[src/rtl/sp_pkg.sv]
// Shared definitions for the serial-to-parallel receive path: state encoding
// and the frame/counter widths also used by the upstream serializer.
package sp_pkg;

    localparam int SP_WIDTH = 8;
    localparam int SP_CNT_W = 16;

    typedef enum logic {
        ST_IDLE  = 1'b0,
        ST_SHIFT = 1'b1
    } sp_state_t;

endpackage

[src/rtl/sp_shifter.sv]
// MSB-first shift register with bit counter; strobes frame_done combinationally
// on the enabled cycle that carries the last bit of a frame.
module sp_shifter
    import sp_pkg::*;
#(
    parameter int WIDTH = SP_WIDTH
) (
    input  logic             clk,
    input  logic             nReset,
    input  logic             shift_en,
    input  logic             bit_in,
    input  logic             abort,
    output logic             frame_done,
    output logic [WIDTH-1:0] frame_data
);

    localparam int BC_W = $clog2(WIDTH + 1);

    // Only WIDTH-1 bits are stored: the final bit arrives live on bit_in.
    logic [WIDTH-2:0] sreg_reg;
    logic [BC_W-1:0]  bit_cnt_reg;

    assign frame_done = shift_en && (bit_cnt_reg == BC_W'(WIDTH - 1));
    assign frame_data = {sreg_reg, bit_in};

    always_ff @(posedge clk) begin
        if (!nReset) begin
            sreg_reg    <= '0;
            bit_cnt_reg <= '0;
        end else if (abort) begin
            sreg_reg    <= '0;
            bit_cnt_reg <= '0;
        end else if (shift_en) begin
            sreg_reg    <= frame_data[WIDTH-2:0];
            bit_cnt_reg <= frame_done ? '0 : bit_cnt_reg + BC_W'(1);
        end
    end

endmodule

[src/rtl/sp_receiver.sv]
// Reassembles serial frames into bytes, presents them with a valid/ack
// handshake, and reports aborted frames, overruns and a received-byte count.
module sp_receiver
    import sp_pkg::*;
#(
    parameter int WIDTH = SP_WIDTH,
    parameter int CNT_W = SP_CNT_W
) (
    input  logic             clk,
    input  logic             nReset,
    input  logic             Dbit_in,
    input  logic             Dbit_ena,
    output logic [WIDTH-1:0] data_out,
    output logic             data_valid,
    input  logic             data_ack,
    output logic             frame_err,
    output logic             overrun,
    output logic [CNT_W-1:0] rx_count
);

    sp_state_t        state_reg, state_next;
    logic             abort;
    logic             frame_done;
    logic [WIDTH-1:0] frame_data;

    logic [WIDTH-1:0] data_out_reg;
    logic             data_valid_reg;
    logic             frame_err_reg;
    logic             overrun_reg;
    logic [CNT_W-1:0] rx_count_reg;

    sp_shifter #(
        .WIDTH (WIDTH)
    ) u_shifter (
        .clk        (clk),
        .nReset     (nReset),
        .shift_en   (Dbit_ena),
        .bit_in     (Dbit_in),
        .abort      (abort),
        .frame_done (frame_done),
        .frame_data (frame_data)
    );

    always_ff @(posedge clk) begin
        if (!nReset) begin
            state_reg <= ST_IDLE;
        end else begin
            state_reg <= state_next;
        end
    end

    always_comb begin
        state_next = state_reg;
        abort      = 1'b0;
        case (state_reg)
            ST_IDLE: begin
                if (Dbit_ena && !frame_done) begin
                    state_next = ST_SHIFT;
                end
            end
            ST_SHIFT: begin
                if (!Dbit_ena) begin
                    abort      = 1'b1;
                    state_next = ST_IDLE;
                end else if (frame_done) begin
                    state_next = ST_IDLE;
                end
            end
            default: state_next = ST_IDLE;
        endcase
    end

    always_ff @(posedge clk) begin
        if (!nReset) begin
            data_out_reg   <= '0;
            data_valid_reg <= 1'b0;
            frame_err_reg  <= 1'b0;
            overrun_reg    <= 1'b0;
            rx_count_reg   <= '0;
        end else begin
            frame_err_reg <= abort;
            // A completion paired with an ack replaces the byte cleanly.
            overrun_reg   <= frame_done && data_valid_reg && !data_ack;
            if (frame_done) begin
                data_out_reg   <= frame_data;
                data_valid_reg <= 1'b1;
                rx_count_reg   <= rx_count_reg + CNT_W'(1);
            end else if (data_ack) begin
                data_valid_reg <= 1'b0;
            end
        end
    end

    assign data_out   = data_out_reg;
    assign data_valid = data_valid_reg;
    assign frame_err  = frame_err_reg;
    assign overrun    = overrun_reg;
    assign rx_count   = rx_count_reg;

endmodule

[config.mk]
export PLATFORM = sky130hd
export DESIGN_NAME = sp_receiver
export DESIGN_NICKNAME = d
export VERILOG_FILES = /design/src/rtl/sp_pkg.sv /design/src/rtl/sp_shifter.sv /design/src/rtl/sp_receiver.sv
export SDC_FILE = /design/constraint.sdc
export NUM_CORES = 1
export LEC_CHECK = 0
export BUFFER_PORTS_ARGS = -buffer_cell sky130_fd_sc_hd__buf_2
export CAP_MARGIN = 20
export CORE_UTILIZATION = 53
export DETAILED_ROUTE_END_ITERATION = 8
export GPL_TIMING_DRIVEN = 0
export PLACE_DENSITY = 0.86
export SLEW_MARGIN = 0
export SYNTH_ARGS = -nofsm -noshare
export SYNTH_HDL_FRONTEND = slang
export SYNTH_HIERARCHICAL = 1
export SYNTH_SLANG_ARGS = --single-unit
export TNS_END_PERCENT = 50
[constraint.sdc]
create_clock -name clk -period 2.25 [get_ports clk]
set_input_delay 0.3375 -clock clk [delete_from_list [all_inputs] [get_ports clk]]
set_output_delay 0.3375 -clock clk [all_outputs]
set_load 0.01 [all_outputs]
# Word level (Yosys, flattened, before mapping)
# Cells that the tools add are included.
# Widths: inputs -> output; s select.
# word_totals
regBits	39
input_bits	5
out_inout_bits	27
word_cells	30
# op_classes
add_sub_neg	2
n_eq_ne	1
mux	9
n_bitwise	2
reduce_logical	8
# ops
operator	n
$add 16x1->16 const B	1
$mux 1	7
$add 4x1->4 const B	1
$eq 4x3->1 const B	1
$logic_and 1x1->1	4
$mux 4	1
$logic_not 1->1	2
$not 1->1	2
$pmux 1 s2	1
$reduce_bool 2->1	1
$reduce_or 2->1	1

# Logic depth before layout (Yosys ltp)
# Gate-level depths: netlist of run 1.
# logic_depth
depth_word	6
ltp_mapped	6
depth_no_buf	5

# By module
# The synthesis of run 1 kept the hierarchy.
# modules_own_cells
module	instances	cells_per_inst	area_per_inst_um2	seq_area_each_um2
sp_receiver	1	123	1153.6	560.5
sp_shifter	1	42	449.2	220.2

# Worst setup path after synthesis of run 1
# OpenSTA, ideal clock, no wires.
# synth_timing
path_type	register -> register
start	register u_shifter.bit_cnt_reg[0]
end	register rx_count_reg[9] (netlist: rx_count[9])
setup_ns	0.071
arrival_ns	1.767
t_required_ns	2.179
slack_ns	0.413
path_stages_with_launch	7
n_path_buf	1
period_less_slack_ns	1.837
cell_sequence	dfxtp_1 ha_1 and4b_2 buf_2 nand4_4 or4_1 a21oi_1
# synth_between
elab_chain_len	2
# synth_lines
item	line_no	rtl
start, declared	sp_shifter.sv:21	logic [BC_W-1:0] bit_cnt_reg;
start signal, assigned	sp_shifter.sv:35	bit_cnt_reg <= frame_done ? '0 : bit_cnt_reg + BC_W'(1);
$eq 4x3->1	sp_shifter.sv:23	assign frame_done = shift_en && (bit_cnt_reg == BC_W'(WIDTH - 1));
$logic_and 1x1->1	sp_shifter.sv:23	
named net frame_done	sp_receiver.sv:23	logic frame_done;
end signal, assigned	sp_receiver.sv:87	rx_count_reg <= rx_count_reg + CNT_W'(1);
end, declared	sp_receiver.sv:30	logic [CNT_W-1:0] rx_count_reg;
# The timed path passes the listed nets, and every way through them passes these cells.
# A chain may end at the register's enable or synchronous reset.

# Worst setup path after layout of run 1
# layout_timing
start	register u_shifter.bit_cnt_reg[0]
end	register rx_count_reg[15] (netlist: rx_count[15])
# Same word-level chain as after synthesis.

==> flow_results.org, run 1 <==
** Global route
- The total overflow left after global routing is 0.
- Global-route wire length before repair :: 5170 µm
- Entering global routing, the biggest net connects 13 pins.
- The via count of the first global-routing pass is 1194.
- Number of antenna violations at the first check in global routing :: 0
- Gr usage total :: 0.211

** Setup path
- CP cell instances :: ha_1 > and4b_2 > buf_2 > nand4_4 > nor4_1 > mux2i_1
- Critical Path Fanout Max :: 10
- At the worst endpoint, the arrival time is 2.36 ns.
- The largest single stage delay on the critical path is 0.47 ns.
- Kind of critical path :: reg -> reg
- The worst setup path is captured at a register.
- The worst setup path is launched from a register.
- For the worst setup path, the data required time is 2.53 ns.
- The largest individual stage delay along the critical path comes from the cell sky130_fd_sc_hd__nor4_1.

** Clock network
- PostCTS Resize Cnt :: 0
- Clock-pin slew was measured on the worst setup and hold paths at between 0.1 and 0.15 ns.
- Setup Fix Bufs, Post-CTS :: 0
- TritonCTS built the clock tree.
- The clock tree synthesis step divided the H-tree into 2 levels.
- Hold buffer count at cts :: 0
- The root buffer cell chosen for the clock tree is sky130_fd_sc_hd__clkbuf_4.
- No sink is reached through more buffers than the 2 on the longest clock path.
- Counting every sink on the clock net gives 39.
- In this run, CTS created clock tree buffers numbering 5.
- The clock reaches the later pin of the worst-skew pair after about 0.35 ns.

** Die
- The die is 57.0 µm wide.
- The die covers approximately 3200 µm².
- The region available for standard cell placement spans about 2800 µm².
- After floorplanning, the core was divided into 19 placement rows.
- In this run the vertical extent of the chip is 57.0 µm.
- For this configuration, the core starts out at a cell density of 0.571.
- Pin placement for this block handled 32 I/O pins.

** Timing
- Number of setup violations in the final report :: 0
- The count of final hold-check violations came to 0.
- For the pin with the worst max-slew slack, the measured transition is 0.469 ns.
- Setup repair after global routing missed its margin :: false
- Adding up every negative setup slack in the final design gives 0 ns.
- Part of the cycle the worst path needs :: 0.924
- Worst Skew :: 0.00897 ns
- For this run, the top clock speed supported by timing is 0.481 GHz.
- Final Slew Violations :: 0
- Subtracting the final worst setup slack from the clock period gives around 2.1 ns.
- The worst pin sits at a relative slew slack of 0.687.

** Power
- VDD sags by at most roughly 0.43 mV.
- Summed over all cells, the static leakage comes to 0.000808 µW.
- For this design the ratio of total power to cell area is around 650 nW/µm².

** Min path
- Worst hold path class :: in -> reg

** Route
- Detail-routed via count per cell :: 5.56
- In this run, the number of DRC markers left after iteration 0 of detailed routing was 100.
- The first detailed-routing pass took 6 iterations.
- Overall routed net length :: 3120 µm
- Dividing the detail-routed wire length by the instance count gives 13.3 µm.
- Post-detailed-route DRC marker count :: 4
- Routed via count :: 1307
- The count of nets left with antenna violations once routing finished came out at 0.

** Place
- Buffers added on ports :: 31
- HPWL after detailed placement :: 2230 µm
- The congestion estimate from routability-driven global placement came to 0.809.

** Cells and area
- Once layout is complete, the utilization of the core stands at 0.671.
- The register with the most flip-flops in the layout has 16 of them.
- Layout Area Growth over Synthesis :: 17.5%
- Combined flip-flop and latch cell area :: 781 µm²
- Final-layout fill cell count :: 240
- 0 antenna diodes ended up in the layout.
- Commonest non-fill, non-tap cells in the layout :: 39 x sky130_fd_sc_hd__dfxtp_1, 34 x sky130_fd_sc_hd__buf_2, 24 x sky130_fd_sc_hd__nor2_1
- Number of nets at the end of the flow :: 210
- Total area of multi-input combinational cells :: 773 µm²
- Leading cell type in the layout, fill and taps excluded :: sky130_fd_sc_hd__dfxtp_1
- Share of post-route cells with drive strength above 1 :: 0.240

** Synthesis
- Synthesis inferred 39 register bits.
- Yosys warning count :: 6
- Most used flip-flop cell after synthesis :: sky130_fd_sc_hd__dfxtp_1
- The synthesized design contains 0 enable-type register cells.
- Syn_area_per_cell :: just under 10 µm²
- Fraction of post-synthesis cell area in the top cell type by area :: 0.487
- Post-synthesis sequential area ratio :: 0.487
- Cell area after synthesis :: 1600 µm²
- Counting every net in the synthesized netlist gives 172.
- Async set-reset flop share out of synthesis :: 0
- Synthesis handed over a netlist of ~170 instances.
- Number of distinct library cell variants in the gate-level netlist after synthesis :: 31
- Cells taking the most area after synthesis :: sky130_fd_sc_hd__dfxtp_1 49%, sky130_fd_sc_hd__mux2i_1 14%, sky130_fd_sc_hd__nor2_1 5.6%
- Cell type with the highest aggregate area in the netlist :: sky130_fd_sc_hd__dfxtp_1

** Flow run
- Across the run, the number of max-cap violations was 0.

** Outcome
- Outcome :: finished, violations left
- Violated checks :: DRC
cells by family after synthesis:
logic type / Yosys count / share of synthesized area
buffers and inverters: 10 / 0.0304
adder cells (fa/ha/maj): 2 / 0.0156
flip-flops: 39 / 0.487
AND/OR/NAND/NOR: 71 / 0.244
multiplexers: 22 / 0.137
XOR/XNOR: 5 / 0.0273
AO/OA/AOI/OAI: 16 / 0.0578
worst paths after layout:
check	from	to	slack, ns	cells past startpoint
max	u_shifter/bit_cnt_reg[0]$_SDFFE_PP0P_	rx_count[15]$_SDFFE_PN0P_	0.17	6
min	Dbit_ena	state_reg$_SDFF_PN0_	0.24	3
max reg2reg	u_shifter/bit_cnt_reg[0]$_SDFFE_PP0P_	rx_count[15]$_SDFFE_PN0P_	0.17	6
min reg2reg	rx_count[15]$_SDFFE_PN0P_	rx_count[15]$_SDFFE_PN0P_	0.48	2
stage by stage:
step	total power, µW	hold WS, ns	instances	cell area (µm²)	setup WS (ns)
finish	1230	0.239	235	1880	0.171
floorplan	748	0.451	165	1600	0.413
global route	1280	0.240	235	1880	0.00492
detailed placement	762	0.469	227	1800	0.205
CTS	1240	0.225	235	1880	0.173
global placement	760	0.449	227	1800	0.295
cells in the mapped netlist, drive strengths merged, types with 2 or more instances:
library cell  instances
dfxtp                39
nor2                 24
mux2i                22
nand2                10
nand4                10
a21oi                 8
buf                   5
nand2b                5
clkbuf                4
nor4                  4
o21ai                 4
or3                   4
o31ai                 3
or4                   3
xor2                  3
ha                    2
nand3                 2
nand3b                2
nor2b                 2
xnor2                 2
metal layers:
layer / share of wire / up-vias / global-route usage
li1: - / 658 / -
met1: 0.46 / 602 / 0.260
met2: 0.47 / 38 / 0.331
met3: 0.048 / 9 / 0.0522
met4: 0.026 / 0 / 0.132
met5: 0 / - / 0
critical path, delay by kind of cell (launching register included):
kind	cells	cell delay, ns
simple gates	3	0.92
fa+ha+maj	1	0.22
buf+inv	1	0.25
flops	1	0.40
mux	1	0.22
where the power goes:
part,internal (µW),leakage [µW],switching [µW],total [µW]
sequential,697,0.000315,4.57,701
clock,263,0.0000482,223,485
combinational,18.7,0.000445,26.8,45.5
area by class of cell:
cell class,instances,share of cell area
buffer,9,0.0239
clock buffer,6,0.0272
clock inverter,2,0.0186
inverter,1,0.00199
multi-input combinational,116,0.411
sequential,39,0.415
tap,31,0.0206
timing repair buffer,31,0.0824
Note: power is estimated with default switching activity, not from simulation.
==> run 2, diff against run 1 <==
- GPL_TIMING_DRIVEN: 0 -> unset
- SLEW_MARGIN: 0 -> unset
==> run 2 against run 1 <==
Compared with the run above: the flow still finishes with violations (DRC); via count up 1.8%; core utilization down 1.2 points; global-route usage up 0.40 points; register-to-register slack better by 0.22 ns; non-clock buffer count down 7; die area unchanged; sequential power about the same; setup slack better by 0.22 ns; cell area down 1.9%; critical path depth down 1; cell count down 3.0%; sequential share of layout area up 0.79 points.
==> flow_results.org, run 2 (synthesis gave the netlist of run 1 again) <==
** Power
- Power density cells :: between 600 and 700 nW/µm²
- Maximum ir drop on the vdd rail :: 0.531 mV
- Proportion of total power due to net switching :: 0.218
- Of the total power, registers draw 0.579.
- Summed over all cells, the static leakage comes to 0.000788 µW.
- Int Power :: 947 µW
- Total net switching power :: 264 µW
- Fraction of power consumed by the clock network :: 0.385
- After layout, the design draws a total of 1210 µW.
- Combinational group share of total power :: 0.036

** Clock network
- PostCTS Resize Cnt :: 0
- TritonCTS clock tree :: done
- After clock tree synthesis, the flow added hold-fix buffers numbering 0.
- In this run the post-CTS setup repair buffer count came out at 0.
- Clock buffers created by TritonCTS :: 5
- The longest clock path from root to sink contains 2 buffers.
- Cell at the root of the clock tree :: sky130_fd_sc_hd__clkbuf_4
- CTS sink cnt :: 39
- After clock tree synthesis, the clock-pin slew on the worst setup and hold paths is 0.12 ns.
- The later pin in the worst-skew pair is clocked with a latency of 0.35 ns.
- The H-tree was split into 2 levels.

** Timing
- Aggregate negative setup slack :: 0 ns
- Headroom to the max-slew limit :: 0.687
- Timing would allow up to between 0.5 and 0.6 GHz.
- Number of failing hold endpoints at the final stage :: 0
- Worst Skew :: 0.00698 ns
- Setup violations remaining at the end of the flow were counted as 0.
- The routed design could run at a clock period as short as 1.86 ns.
- Hold Slack :: 0.244 ns
- Slew of the pin with the lowest slew margin :: 0.468 ns
- Setup repair after global routing left no endpoint under its margin.
- In the finished design, the share of the clock period the worst path needs comes to 0.827.
- Final Slew Violations :: 0

** Die
- After floorplanning, the core was sized to cover 2810 µm².
- Initial cell density of the core :: 0.571
- The die covers 3250 µm².
- Floorplan die height :: 57.0 µm
- Row generation in the floorplan step produced 19 rows.
- The floorplan step set the die width to 57.0 µm.
- 32 I/O pins were placed.

** Cells and area
- Registers take 781 µm².
- Final design area excluding fillers :: between 1500 and 2000 µm²
- Number of nets at the end of the flow :: slightly above 200
- The register with the most flip-flops in the layout has 16 of them.
- Fin util :: 0.659
- In the final layout, the share of cells above drive strength 1 is 0.234.
- The library cell used most frequently in the layout, excluding fill and tap cells, is sky130_fd_sc_hd__dfxtp_1.
- In the layout the commonest cells are 39 x sky130_fd_sc_hd__dfxtp_1, 31 x sky130_fd_sc_hd__buf_2, 24 x sky130_fd_sc_hd__nor2_1.
- In the final layout, the multi-input gates occupy 773 µm².
- ANT cells :: 0
- Layout Area Growth over Synthesis :: 15.3%
- After filler insertion, the fill cell instance count of the layout stands at approximately 230.

** Min path
- In this run the most critical hold path is launched from Dbit_in.
- Worst hold path class :: in -> reg
- Hold Path Stages :: 3
- For hold timing, the worst endpoint is data_out[0]$_SDFFE_PN0P_.

** Place
- The placed instances occupy a cell area of between 1500 and 2000 µm².
- HPWL after detailed placement :: between 2000 and 2500 µm
- Buffers added on ports :: 31
- The congestion estimate from routability-driven global placement came to 0.855.

** Global route
- The number of antenna violations at the first check in global routing is 0.
- Maximum number of pins on one net before global-route repair :: 22
- For this run the aggregate overflow at the end of global routing stands at 0.
- Number of global-route vias before repair :: 1264
- Global-route wire length before repair :: between 5000 and 6000 µm
- Gr usage total :: 0.215

** Route
- In the routed layout, each cell is associated on average with a via count of 5.84.
- In the final routed layout, each cell accounts on average for 14.2 µm.
- Remaining antenna violation count after routing :: 0
- Post-detailed-route DRC marker count :: 4
- The first TritonRoute pass finished after 6 iterations.
- The routed design has about 3200 µm of wire.
- Routed via count :: 1331
- The detailed router finished its first iteration with 56 violations.

** Setup path
- Biggest cell delay along the critical path :: approximately 0.54 ns
- The worst setup path is launched from a register.
- Required time of the worst setup path :: between 2 and 3 ns
- The critical path contains buffers and inverters numbering 0 combined.
- STA classifies the critical path endpoint as a register.
- Setup slack on the worst reg-to-reg path comes out at 0.39 ns.
- Traced cell by cell, the critical path runs through ha_1 > and4b_2 > nand4_4 > or4_1 > a21oi_1.
- The endpoint identified for the worst register-to-register timing path is rx_count[9]$_SDFFE_PN0P_.
- Of all nets on the critical path, the largest fanout is 10.
- Data arrives at the worst endpoint at between 2 and 2.5 ns.
- Crit path max-delay family :: simple AND/OR/NAND/NOR gates
- Number of cells on the worst reg-to-reg path :: 5
- Cell with the largest stage delay on the worst path :: sky130_fd_sc_hd__or4_1
- Launch instance of the worst register-to-register path :: u_shifter/bit_cnt_reg[0]$_SDFFE_PP0P_
- The worst setup path is of the reg -> reg kind.

** Flow run
- Total of max-cap violations :: 0

** Outcome
- The checks that failed: DRC.
- The run finished, with violations left.
-- run 2: cell count changes in the layout (fill, tap and decap cells not counted), sizes merged --
cell    before  now
clkbuf      10    5
clkinv       1    2
buf         36   33
-- run 2: how the worst max path moves through the flow --
stage / from / endpoint / slack, ns / depth (start not counted)
global placement: u_shifter/bit_cnt_reg[0]$_SDFFE_PP0P_ / rx_count[9]$_SDFFE_PN0P_ / 0.53 / 5
finish: u_shifter/bit_cnt_reg[0]$_SDFFE_PP0P_ / rx_count[9]$_SDFFE_PN0P_ / 0.39 / 5
global route: u_shifter/bit_cnt_reg[0]$_SDFFE_PP0P_ / rx_count[6]$_SDFFE_PN0P_ / 0.30 / 6
floorplan: u_shifter/bit_cnt_reg[0]$_SDFFE_PP0P_ / rx_count[9]$_SDFFE_PN0P_ / 0.41 / 6
CTS: u_shifter/bit_cnt_reg[0]$_SDFFE_PP0P_ / rx_count[9]$_SDFFE_PN0P_ / 0.39 / 5
detailed placement: u_shifter/bit_cnt_reg[0]$_SDFFE_PP0P_ / rx_count[9]$_SDFFE_PN0P_ / 0.42 / 5
-- run 2: layout make-up --
cell class                 instances  share of cell area
clock buffer                       5              0.0203
clock inverter                     3              0.0237
inverter                           1             0.00203
multi-input combinational        116               0.418
sequential                        39               0.422
tap                               31              0.0210
timing repair buffer              33              0.0921
-- run 2: metal layers --
metal | wire length, µm | GRT usage | up-vias | share of wire
met5 | 0 | 0 | - | 0
met4 | 70 | 0.115 | 0 | 0.022
met3 | 157 | 0.0499 | 8 | 0.049
met2 | 1660 | 0.382 | 39 | 0.51
met1 | 1350 | 0.237 | 635 | 0.42
li1 | - | - | 649 | -
-- run 2: power by group through the flow --
stage / Sequential [µW] / Combinational (µW) / Clock, µW
2_1_floorplan: 716 / 32.4 / 0
3_3_place_gp: 716 / 40.6 / 0
5_1_grt: 702 / 47.6 / 505
6_report: 701 / 43.5 / 466
3_5_place_dp: 717 / 43.3 / 0
4_1_cts: 701 / 43.8 / 479
-- run 2: stage by stage --
step	setup slack, ns	instances
finish	0.389	228
global route	0.301	228
CTS	0.388	228
detailed placement	0.425	220
global placement	0.530	220
floorplan	0.413	165
-- run 2: tightest hold or removal path: stages --
cell	delay [ns]
sky130_fd_sc_hd__buf_2	0.09
sky130_fd_sc_hd__mux2i_1	0.06
sky130_fd_sc_hd__nor2_1	0.08
